===== config.mk =====
export PLATFORM = sky130hd
export DESIGN_NAME = tlb_op_ctrl_flat
export DESIGN_NICKNAME = d
export VERILOG_FILES = /design/src/rtl/tlb_pkg.sv /design/src/rtl/tlb_op_ctrl_if.sv /design/src/rtl/tlb_elo_pack.sv /design/src/rtl/tlb_op_ctrl.sv /design/src/flat_wrapper.sv
export SDC_FILE = /design/constraint.sdc
export NUM_CORES = 1
export LEC_CHECK = 0
export CORE_AREA = 2 2 194 196
export CTS_CLUSTER_SIZE = 12
export DETAILED_ROUTE_END_ITERATION = 8
export DIE_AREA = 0 0 196 198
export PLACE_DENSITY_LB_ADDON = 0.3
export SKIP_CTS_REPAIR_TIMING = 1
export SYNTH_ARGS = -nofsm -noshare
export SYNTH_HDL_FRONTEND = slang
export SYNTH_SLANG_ARGS = --single-unit

===== constraint.sdc =====
create_clock -name clk -period 2.8 [get_ports clk]
set_input_delay 0.84 -clock clk [delete_from_list [all_inputs] [get_ports clk]]
set_output_delay 0.84 -clock clk [all_outputs]
set_load 0.02 [all_outputs]

===== src/rtl/tlb_pkg.sv =====
// Shared constants for the TLB maintenance sequencer: op codes, FSM states and
// the packed TLBELO bit layout.
package tlb_pkg;

   localparam logic [2:0] OP_SRCH = 3'd0;
   localparam logic [2:0] OP_RD   = 3'd1;
   localparam logic [2:0] OP_WR   = 3'd2;
   localparam logic [2:0] OP_FILL = 3'd3;
   localparam logic [2:0] OP_INV  = 3'd4;

   typedef enum logic [2:0] {
      ST_IDLE = 3'd0,
      ST_SRCH = 3'd1,
      ST_RD   = 3'd2,
      ST_WR   = 3'd3,
      ST_INV  = 3'd4,
      ST_DONE = 3'd5
   } state_e;

   localparam int ELO_V   = 0;
   localparam int ELO_D   = 1;
   localparam int ELO_PLV = 2;
   localparam int ELO_MAT = 4;
   localparam int ELO_G   = 6;
   localparam int ELO_PPN = 8;

   localparam logic [5:0] PS_4K      = 6'h0c;
   localparam logic [5:0] PS_4M      = 6'h16;
   localparam logic [4:0] INV_OP_MAX = 5'd6;

endpackage


===== src/rtl/tlb_op_ctrl_if.sv =====
// Request/completion channel between the execute stage and the TLB op sequencer.
interface tlb_op_ctrl_if;
   // A request transfers on a cycle where op_valid && op_ready; the master holds
   // op_valid and its payload stable until then. op_done/op_ine are one-cycle pulses.
   logic        op_valid;
   logic        op_ready;
   logic [2:0]  op_code;
   logic [4:0]  inv_op;
   logic [9:0]  inv_asid;
   logic [31:0] inv_va;
   logic        op_done;
   logic        op_ine;

   modport master (
      output op_valid, op_code, inv_op, inv_asid, inv_va,
      input  op_ready, op_done, op_ine
   );

   modport slave (
      input  op_valid, op_code, inv_op, inv_asid, inv_va,
      output op_ready, op_done, op_ine
   );
endinterface


===== src/rtl/tlb_elo_pack.sv =====
// Pure combinational conversion between the 32-bit TLBELO layout and split entry fields:
// elo_i is unpacked onto the *_o fields, the *_i fields are packed onto elo_o.
module tlb_elo_pack
   import tlb_pkg::*;
(
   input  logic [31:0] elo_i,
   output logic        v_o,
   output logic        d_o,
   output logic [1:0]  plv_o,
   output logic [1:0]  mat_o,
   output logic        g_o,
   output logic [19:0] ppn_o,
   input  logic        v_i,
   input  logic        d_i,
   input  logic [1:0]  plv_i,
   input  logic [1:0]  mat_i,
   input  logic        g_i,
   input  logic [19:0] ppn_i,
   output logic [31:0] elo_o
);

   assign v_o   = elo_i[ELO_V];
   assign d_o   = elo_i[ELO_D];
   assign plv_o = elo_i[ELO_PLV +: 2];
   assign mat_o = elo_i[ELO_MAT +: 2];
   assign g_o   = elo_i[ELO_G];
   assign ppn_o = elo_i[ELO_PPN +: 20];

   // Bit 7 and [31:28] are reserved and always read back as zero.
   always_comb begin
      elo_o                 = '0;
      elo_o[ELO_V]          = v_i;
      elo_o[ELO_D]          = d_i;
      elo_o[ELO_PLV +: 2]   = plv_i;
      elo_o[ELO_MAT +: 2]   = mat_i;
      elo_o[ELO_G]          = g_i;
      elo_o[ELO_PPN +: 20]  = ppn_i;
   end

   logic unused_bits;
   assign unused_bits = ^{elo_i[31:28], elo_i[7]};

endmodule


===== src/rtl/tlb_op_ctrl.sv =====
// Sequencer for TLBSRCH/TLBRD/TLBWR/TLBFILL/INVTLB: drives the TLB array ports,
// borrows search port 1 and returns results to the CSR file as one update pulse.
module tlb_op_ctrl
   import tlb_pkg::*;
#(
   parameter int TLBNUM = 16,
   parameter int IDXW   = $clog2(TLBNUM)
) (
   input  logic             clk,
   input  logic             reset,
   tlb_op_ctrl_if.slave     req,
   input  logic [9:0]       csr_asid,
   input  logic [18:0]      csr_ehi_vppn,
   input  logic [IDXW-1:0]  csr_idx,
   input  logic [5:0]       csr_ps,
   input  logic             csr_ne,
   input  logic [31:0]      csr_elo0,
   input  logic [31:0]      csr_elo1,
   input  logic             csr_ecode_tlbr,
   output logic             s1_sel,
   output logic [18:0]      s1_vppn,
   output logic             s1_va_bit12,
   output logic [9:0]       s1_asid,
   input  logic             s1_found,
   input  logic [IDXW-1:0]  s1_index,
   output logic             we,
   output logic [IDXW-1:0]  w_index,
   output logic             w_e,
   output logic [18:0]      w_vppn,
   output logic [5:0]       w_ps,
   output logic [9:0]       w_asid,
   output logic             w_g,
   output logic [19:0]      w_ppn0,
   output logic [19:0]      w_ppn1,
   output logic [1:0]       w_plv0,
   output logic [1:0]       w_plv1,
   output logic [1:0]       w_mat0,
   output logic [1:0]       w_mat1,
   output logic             w_d0,
   output logic             w_d1,
   output logic             w_v0,
   output logic             w_v1,
   output logic [IDXW-1:0]  r_index,
   input  logic             r_e,
   input  logic [18:0]      r_vppn,
   input  logic [5:0]       r_ps,
   input  logic [9:0]       r_asid,
   input  logic             r_g,
   input  logic [19:0]      r_ppn0,
   input  logic [19:0]      r_ppn1,
   input  logic [1:0]       r_plv0,
   input  logic [1:0]       r_plv1,
   input  logic [1:0]       r_mat0,
   input  logic [1:0]       r_mat1,
   input  logic             r_d0,
   input  logic             r_d1,
   input  logic             r_v0,
   input  logic             r_v1,
   output logic             invtlb_valid,
   output logic [4:0]       invtlb_op,
   output logic             upd_valid,
   output logic             upd_kind,
   output logic             upd_ne,
   output logic [IDXW-1:0]  upd_idx,
   output logic [5:0]       upd_ps,
   output logic [18:0]      upd_vppn,
   output logic [9:0]       upd_asid,
   output logic [31:0]      upd_elo0,
   output logic [31:0]      upd_elo1,
   output state_e           dbg_state
);

   state_e           state_q, state_d;
   logic [2:0]       op_q, op_d;
   logic [4:0]       inv_op_q, inv_op_d;
   logic [9:0]       inv_asid_q, inv_asid_d;
   logic [31:12]     inv_va_q, inv_va_d;
   logic [IDXW-1:0]  fill_cnt_q, fill_cnt_d;
   logic [IDXW-1:0]  fill_q, fill_d;
   logic             upd_ne_q, upd_ne_d;
   logic [IDXW-1:0]  upd_idx_q, upd_idx_d;
   logic [5:0]       upd_ps_q, upd_ps_d;
   logic [18:0]      upd_vppn_q, upd_vppn_d;
   logic [9:0]       upd_asid_q, upd_asid_d;
   logic [31:0]      upd_elo0_q, upd_elo0_d;
   logic [31:0]      upd_elo1_q, upd_elo1_d;

   logic             g0, g1, inv_ok;
   logic [31:0]      rd_elo0, rd_elo1;

   // Each instance unpacks a CSR ELO for the write port and repacks the read entry.
   tlb_elo_pack u_elo0 (
      .elo_i(csr_elo0), .v_o(w_v0), .d_o(w_d0), .plv_o(w_plv0), .mat_o(w_mat0),
      .g_o(g0), .ppn_o(w_ppn0),
      .v_i(r_v0), .d_i(r_d0), .plv_i(r_plv0), .mat_i(r_mat0), .g_i(r_g),
      .ppn_i(r_ppn0), .elo_o(rd_elo0)
   );

   tlb_elo_pack u_elo1 (
      .elo_i(csr_elo1), .v_o(w_v1), .d_o(w_d1), .plv_o(w_plv1), .mat_o(w_mat1),
      .g_o(g1), .ppn_o(w_ppn1),
      .v_i(r_v1), .d_i(r_d1), .plv_i(r_plv1), .mat_i(r_mat1), .g_i(r_g),
      .ppn_i(r_ppn1), .elo_o(rd_elo1)
   );

   assign inv_ok = (inv_op_q <= INV_OP_MAX);

   always_comb begin
      state_d    = state_q;
      op_d       = op_q;
      inv_op_d   = inv_op_q;
      inv_asid_d = inv_asid_q;
      inv_va_d   = inv_va_q;
      fill_d     = fill_q;
      fill_cnt_d = (fill_cnt_q == IDXW'(TLBNUM - 1)) ? '0 : fill_cnt_q + 1'b1;
      upd_ne_d   = upd_ne_q;
      upd_idx_d  = upd_idx_q;
      upd_ps_d   = upd_ps_q;
      upd_vppn_d = upd_vppn_q;
      upd_asid_d = upd_asid_q;
      upd_elo0_d = upd_elo0_q;
      upd_elo1_d = upd_elo1_q;
      case (state_q)
         ST_IDLE: begin
            if (req.op_valid) begin
               op_d       = req.op_code;
               inv_op_d   = req.inv_op;
               inv_asid_d = req.inv_asid;
               inv_va_d   = req.inv_va[31:12];
               fill_d     = fill_cnt_q;
               case (req.op_code)
                  OP_SRCH:        state_d = ST_SRCH;
                  OP_RD:          state_d = ST_RD;
                  OP_WR, OP_FILL: state_d = ST_WR;
                  OP_INV:         state_d = ST_INV;
                  default:        state_d = ST_DONE;
               endcase
            end
         end
         ST_SRCH: begin
            upd_ne_d  = ~s1_found;
            upd_idx_d = s1_found ? s1_index : csr_idx;
            state_d   = ST_DONE;
         end
         ST_RD: begin
            // An invalid entry reads back as all-zero with NE set.
            upd_ne_d   = ~r_e;
            upd_ps_d   = r_e ? r_ps   : '0;
            upd_vppn_d = r_e ? r_vppn : '0;
            upd_asid_d = r_e ? r_asid : '0;
            upd_elo0_d = r_e ? rd_elo0 : '0;
            upd_elo1_d = r_e ? rd_elo1 : '0;
            state_d    = ST_DONE;
         end
         ST_WR, ST_INV: state_d = ST_DONE;
         ST_DONE:       state_d = ST_IDLE;
         default:       state_d = ST_IDLE;
      endcase
   end

   always_ff @(posedge clk) begin
      if (reset) begin
         state_q    <= ST_IDLE;
         op_q       <= '0;
         inv_op_q   <= '0;
         inv_asid_q <= '0;
         inv_va_q   <= '0;
         fill_cnt_q <= '0;
         fill_q     <= '0;
         upd_ne_q   <= 1'b0;
         upd_idx_q  <= '0;
         upd_ps_q   <= '0;
         upd_vppn_q <= '0;
         upd_asid_q <= '0;
         upd_elo0_q <= '0;
         upd_elo1_q <= '0;
      end else begin
         state_q    <= state_d;
         op_q       <= op_d;
         inv_op_q   <= inv_op_d;
         inv_asid_q <= inv_asid_d;
         inv_va_q   <= inv_va_d;
         fill_cnt_q <= fill_cnt_d;
         fill_q     <= fill_d;
         upd_ne_q   <= upd_ne_d;
         upd_idx_q  <= upd_idx_d;
         upd_ps_q   <= upd_ps_d;
         upd_vppn_q <= upd_vppn_d;
         upd_asid_q <= upd_asid_d;
         upd_elo0_q <= upd_elo0_d;
         upd_elo1_q <= upd_elo1_d;
      end
   end

   assign req.op_ready = (state_q == ST_IDLE);
   assign req.op_done  = (state_q == ST_DONE);
   assign req.op_ine   = (state_q == ST_DONE) && (op_q == OP_INV) && !inv_ok;

   // Search port 1 carries the EHI lookup in SRCH and the invalidate key in INV.
   assign s1_sel      = (state_q == ST_SRCH) || ((state_q == ST_INV) && inv_ok);
   assign s1_vppn     = (state_q == ST_INV) ? inv_va_q[31:13] : csr_ehi_vppn;
   assign s1_va_bit12 = (state_q == ST_INV) ? inv_va_q[12]    : 1'b0;
   assign s1_asid     = (state_q == ST_INV) ? inv_asid_q      : csr_asid;

   assign we      = (state_q == ST_WR);
   assign w_index = (op_q == OP_FILL) ? fill_q : csr_idx;
   assign w_e     = csr_ecode_tlbr ? 1'b1 : ~csr_ne;
   assign w_vppn  = csr_ehi_vppn;
   assign w_ps    = csr_ps;
   assign w_asid  = csr_asid;
   assign w_g     = g0 & g1;

   assign r_index = csr_idx;

   assign invtlb_valid = (state_q == ST_INV) && inv_ok;
   assign invtlb_op    = inv_op_q;

   assign upd_valid = (state_q == ST_DONE) && ((op_q == OP_SRCH) || (op_q == OP_RD));
   assign upd_kind  = (op_q == OP_RD);
   assign upd_ne    = upd_ne_q;
   assign upd_idx   = upd_idx_q;
   assign upd_ps    = upd_ps_q;
   assign upd_vppn  = upd_vppn_q;
   assign upd_asid  = upd_asid_q;
   assign upd_elo0  = upd_elo0_q;
   assign upd_elo1  = upd_elo1_q;

   assign dbg_state = state_q;

   logic unused_va;
   assign unused_va = ^req.inv_va[11:0];

endmodule


===== src/flat_wrapper.sv =====
// flat-port wrapper written by rule: the top's interface ports become plain ports
module tlb_op_ctrl_flat import tlb_pkg::*;
#(
   parameter int TLBNUM = 16,
   parameter int IDXW   = $clog2(TLBNUM)
)
  (clk, reset, csr_asid, csr_ehi_vppn, csr_idx, csr_ps, csr_ne, csr_elo0, csr_elo1, csr_ecode_tlbr, s1_sel, s1_vppn, s1_va_bit12, s1_asid, s1_found, s1_index, we, w_index, w_e, w_vppn, w_ps, w_asid, w_g, w_ppn0, w_ppn1, w_plv0, w_plv1, w_mat0, w_mat1, w_d0, w_d1, w_v0, w_v1, r_index, r_e, r_vppn, r_ps, r_asid, r_g, r_ppn0, r_ppn1, r_plv0, r_plv1, r_mat0, r_mat1, r_d0, r_d1, r_v0, r_v1, invtlb_valid, invtlb_op, upd_valid, upd_kind, upd_ne, upd_idx, upd_ps, upd_vppn, upd_asid, upd_elo0, upd_elo1, dbg_state, req_op_valid, req_op_code, req_inv_op, req_inv_asid, req_inv_va, req_op_ready, req_op_done, req_op_ine);
  tlb_op_ctrl_if req_i ();
  input  logic clk;
  input  logic reset;
  input  logic [9:0] csr_asid;
  input  logic [18:0] csr_ehi_vppn;
  input  logic [IDXW-1:0] csr_idx;
  input  logic [5:0] csr_ps;
  input  logic csr_ne;
  input  logic [31:0] csr_elo0;
  input  logic [31:0] csr_elo1;
  input  logic csr_ecode_tlbr;
  output logic s1_sel;
  output logic [18:0] s1_vppn;
  output logic s1_va_bit12;
  output logic [9:0] s1_asid;
  input  logic s1_found;
  input  logic [IDXW-1:0] s1_index;
  output logic we;
  output logic [IDXW-1:0] w_index;
  output logic w_e;
  output logic [18:0] w_vppn;
  output logic [5:0] w_ps;
  output logic [9:0] w_asid;
  output logic w_g;
  output logic [19:0] w_ppn0;
  output logic [19:0] w_ppn1;
  output logic [1:0] w_plv0;
  output logic [1:0] w_plv1;
  output logic [1:0] w_mat0;
  output logic [1:0] w_mat1;
  output logic w_d0;
  output logic w_d1;
  output logic w_v0;
  output logic w_v1;
  output logic [IDXW-1:0] r_index;
  input  logic r_e;
  input  logic [18:0] r_vppn;
  input  logic [5:0] r_ps;
  input  logic [9:0] r_asid;
  input  logic r_g;
  input  logic [19:0] r_ppn0;
  input  logic [19:0] r_ppn1;
  input  logic [1:0] r_plv0;
  input  logic [1:0] r_plv1;
  input  logic [1:0] r_mat0;
  input  logic [1:0] r_mat1;
  input  logic r_d0;
  input  logic r_d1;
  input  logic r_v0;
  input  logic r_v1;
  output logic invtlb_valid;
  output logic [4:0] invtlb_op;
  output logic upd_valid;
  output logic upd_kind;
  output logic upd_ne;
  output logic [IDXW-1:0] upd_idx;
  output logic [5:0] upd_ps;
  output logic [18:0] upd_vppn;
  output logic [9:0] upd_asid;
  output logic [31:0] upd_elo0;
  output logic [31:0] upd_elo1;
  output state_e dbg_state;
  input wire logic [$bits(req_i.op_valid)-1:0] req_op_valid;
  input wire logic [$bits(req_i.op_code)-1:0] req_op_code;
  input wire logic [$bits(req_i.inv_op)-1:0] req_inv_op;
  input wire logic [$bits(req_i.inv_asid)-1:0] req_inv_asid;
  input wire logic [$bits(req_i.inv_va)-1:0] req_inv_va;
  output wire logic [$bits(req_i.op_ready)-1:0] req_op_ready;
  output wire logic [$bits(req_i.op_done)-1:0] req_op_done;
  output wire logic [$bits(req_i.op_ine)-1:0] req_op_ine;
  assign req_i.op_valid = req_op_valid;
  assign req_i.op_code = req_op_code;
  assign req_i.inv_op = req_inv_op;
  assign req_i.inv_asid = req_inv_asid;
  assign req_i.inv_va = req_inv_va;
  assign req_op_ready = req_i.op_ready;
  assign req_op_done = req_i.op_done;
  assign req_op_ine = req_i.op_ine;
  tlb_op_ctrl #(.TLBNUM(TLBNUM), .IDXW(IDXW)) u_core (.clk(clk), .reset(reset), .req(req_i), .csr_asid(csr_asid), .csr_ehi_vppn(csr_ehi_vppn), .csr_idx(csr_idx), .csr_ps(csr_ps), .csr_ne(csr_ne), .csr_elo0(csr_elo0), .csr_elo1(csr_elo1), .csr_ecode_tlbr(csr_ecode_tlbr), .s1_sel(s1_sel), .s1_vppn(s1_vppn), .s1_va_bit12(s1_va_bit12), .s1_asid(s1_asid), .s1_found(s1_found), .s1_index(s1_index), .we(we), .w_index(w_index), .w_e(w_e), .w_vppn(w_vppn), .w_ps(w_ps), .w_asid(w_asid), .w_g(w_g), .w_ppn0(w_ppn0), .w_ppn1(w_ppn1), .w_plv0(w_plv0), .w_plv1(w_plv1), .w_mat0(w_mat0), .w_mat1(w_mat1), .w_d0(w_d0), .w_d1(w_d1), .w_v0(w_v0), .w_v1(w_v1), .r_index(r_index), .r_e(r_e), .r_vppn(r_vppn), .r_ps(r_ps), .r_asid(r_asid), .r_g(r_g), .r_ppn0(r_ppn0), .r_ppn1(r_ppn1), .r_plv0(r_plv0), .r_plv1(r_plv1), .r_mat0(r_mat0), .r_mat1(r_mat1), .r_d0(r_d0), .r_d1(r_d1), .r_v0(r_v0), .r_v1(r_v1), .invtlb_valid(invtlb_valid), .invtlb_op(invtlb_op), .upd_valid(upd_valid), .upd_kind(upd_kind), .upd_ne(upd_ne), .upd_idx(upd_idx), .upd_ps(upd_ps), .upd_vppn(upd_vppn), .upd_asid(upd_asid), .upd_elo0(upd_elo0), .upd_elo1(upd_elo1), .dbg_state(dbg_state));
endmodule

==> metrics.md <==
| Metric | Value |
|---|---|
| Antenna Nets Post-Route | 0 |
| Setup Crit Path Kind | in2out |
| ANT cells | 0 |
| DRC Markers | 0 |
| EDFF count, synth | 0 |
| Unique cell type count in the Yosys netlist | 34 |
| Vias per cell | between 4 and 5 |
| Reg-to-Reg Start | u_core.dbg_state[1] |
| Worst min-delay path category | reg2reg |
| Drt total wl | 23.4 mm |
| Worst path bufs/invs | 2 |
| Status | completed |
| Peak Freq | 0.361 GHz |
| Crit-path cells | clkdlybuf4s50_1 -> clkdlybuf4s50_1 |
| FFs w/ async S/R, synth | 0% |
| Max-cap viol count | 0 |
| Chip width | roughly 200 microns |
| Data arrival, critical path | slightly below 2 ns |
| Share of layout cells above drive strength 1 | roughly an eighth |
| Worst hold stages | 2 |
| Netlist Area Pre-Place | about 6400 sq um |
| Vias in the first global route | approximately 6,000 |
| Worst hold endpoint | u_core.upd_elo1[1] |
| Crit path top cell by count | clkdlybuf4s50_1 |
| Synth Area in Adders | 0.195% |
| Xor and xnor fraction of the mapped netlist area | less than 1% |
| Grt ovf | 0 |
| Die area | slightly below 40,000 sq um |
| Synth Flop Type | dfxtp_1 |
| Initial DRT Pass Iterations | 4 |
| CTS Buf Count | 17 |
| Setup violations, final | 0 |
| CP Capture Type | primary output |
| RSZ-0062 raised after global routing | false |
| Placer Congestion | 0.704 |
| DIE HEIGHT | approximately 200 microns |
| Most common cell after layout, fill and taps aside | clkdlybuf4s50_1 |
| I/O Pins | 499 |
| CP max stage delay | ~0.61 ns |
| PwrDens | between 500 and 600 nW/um^2 |
| HP Start | u_core.upd_elo1[1] |
| Synth Warn # | 0 |
| Reg2Reg Setup Slack | about 0.99 ns |
| Post-synthesis simple-gate area fraction | between 20 and 25% |
| Pin count of the biggest net entering global routing | between 90 and 100 |
| Leak | 0.00410 uW |
| Req. time, crit path | between 1.5 and 2 ns |
| Core area | around 37,000 sq um |
| Main combinational cell family by area after synthesis | simple AND/OR/NAND/NOR gates |
| Max Fanout on Critical Path | 2 |
| Initial core utilization | between 15 and 20% |
| VDD IR-drop max | slightly above 0.4 mV |
| Max clock buf depth | 2 |
| H-tree levels | 4 |
| FF+latch count, synth | 142 |
| Nets | between 1,000 and 1,500 |
| Worst path slowest cell | clkdlybuf4s50_1 |
| Final WS setup | between 0.03 and 0.04 ns |
| Max Slew Vio Count | 0 |
| Final hold slack | about 0.45 ns |
| Commonest cells after routing, fill and taps aside | clkdlybuf4s50_1, nand2_1, dfxtp_1 |
| Clk Latency, worst-skew pair | 0.44 ns |
| Num Clock Sinks | about 140 |
| Critical register-to-register path endpoint | u_core.upd_ps[3] |
| Initial antenna violation count | 0 |
| R2R depth | 5 |
| First-pass GRT wire length | 34.8 mm |
| WL/cell | ~15 microns |
| CTS root buffer | clkbuf_16 |
| Fin. Hold Viols | 0 |
| Area Overhead vs Synth | 64.8% |
| Clock skew | between 0.007 and 0.008 ns |
| Number of I/O port buffers | 350 |
| Tot GR Track Use | between 10% and 20% |
| Reg clk slew, reported paths | roughly 0.060 ns |
| Worst path top cell family by delay | buffers and inverters |
| Starting DRT DRC Count | about 180 |
| Register area share after synthesis | 44.3% |
| Routed via count | between 6,000 and 7,000 |
| Fin crit share | between 90 and 100% |
| Relative slew slack | 64.6% |
| CTS tree | yes |
| Detailed Place HPWL | ~16 mm |
| Mux cell area share after synthesis | about 6.4% |
| Syn avg cell area | 8.15 sq um |
| Minimum clock period | 2.77 ns |
| Complex-gate fraction of the synthesized area | around 12% |
| Gate count of the mapped netlist | ~800 |
| DP Worst Slack | -0.208 ns |
| Worst slew pin tran | approximately 0.53 ns |
| Row cnt | between 70 and 80 |
| Crit start category | primary input |
-- worst min-delay path, stage by stage, from the launching register on --
cell     delay (ns)
dfxtp_1        0.31
nand2_1        0.05
a21oi_1        0.05
-- worst max-delay path by stage --
| stage | from | depth (start not counted) | slack, ns | endpoint |
|---|---|---|---|---|
| floorplan | u_core.dbg_state[2] | 4 | 0.42 | s1_asid[0] |
| global placement | csr_ehi_vppn[12] | 3 | -0.21 | s1_vppn[12] |
| global route | u_core.dbg_state[2] | 5 | 0.003 | s1_asid[9] |
| detailed placement | csr_ehi_vppn[15] | 3 | -0.21 | s1_vppn[15] |
| CTS | u_core.dbg_state[0] | 5 | -0.33 | s1_sel |
| finish | csr_asid[5] | 2 | 0.03 | w_asid[5] |
-- sequential cells by signal (all words and copies together), names as in the netlist --
register and flops:
u_core.dbg_state 3, u_core.fill_cnt_q 4, u_core.fill_q 4, u_core.inv_asid_q 10, u_core.inv_va_q 20, u_core.invtlb_op 5
u_core.op_q 3, u_core.upd_asid 10, u_core.upd_elo0 27, u_core.upd_elo1 26, u_core.upd_idx 4, u_core.upd_ne 1
u_core.upd_ps 6, u_core.upd_vppn 19
-- where the power goes --
part / switching (uW) / internal, uW
clock network: 952 / 1630
logic: 535 / 569
registers: 46.3 / 2090
-- cell type report --
cell class	count	area [sq um]
inverter	2	7.51
sequential	142	2850
tap	474	593
multi-input combinational	488	2600
clock buffer	19	453
timing repair buffer	378	3870
clock inverter	13	211
fill	3968	26400
-- metrics by stage --
stage | TNS [ns] | area, sq um | std cells | utilization, % | total power [uW]
4_1_cts | -9.57 | 10400 | 1513 | 28.2 | 5960
3_5_place_dp | -4.61 | 9770 | 1481 | 26.4 | 3310
3_3_place_gp | -4.54 | 9770 | 1481 | 26.4 | 3310
2_1_floorplan | 0 | 6450 | 797 | - | 2850
5_1_grt | 0 | 10600 | 1516 | 28.6 | 6110
6_report | 0 | 10600 | 1516 | 28.6 | 5830
-- cell families (layout without fill, tap and decap cells) --
logic type / after synthesis / count (layout)
compound gates: 144 / 144
xor+xnor: 2 / 2
fa+ha+maj: 1 / 1
buf+inv: 167 / 412
flops: 142 / 142
mux: 37 / 37
other cells: 1 / 10
simple gates: 294 / 294
-- Yosys cell counts, drive strengths merged (3+ instances only) --
master	n	area share, %
clkbuf	36	2.1
a21oi	134	10
nand2	175	10
o21ai	3	0.23
a211oi	4	0.47
nand3	88	6.9
and2	3	0.29
nor3	4	0.31
buf	129	14
mux2i	4	0.62
dfxtp	142	44
nor3b	5	0.58
mux2	33	5.8
nor2	7	0.41
-- layer usage --
layer / routed length [microns] / GRT usage (%) / up-vias
met5: 0 / 0 / -
met4: 436 / 4.57 / 0
met3: 2490 / 5.98 / 34
met2: 11100 / 19.8 / 272
met1: 9360 / 12.4 / 2819
li1: - / - / 2998
(Power assumes the default switching activity.)
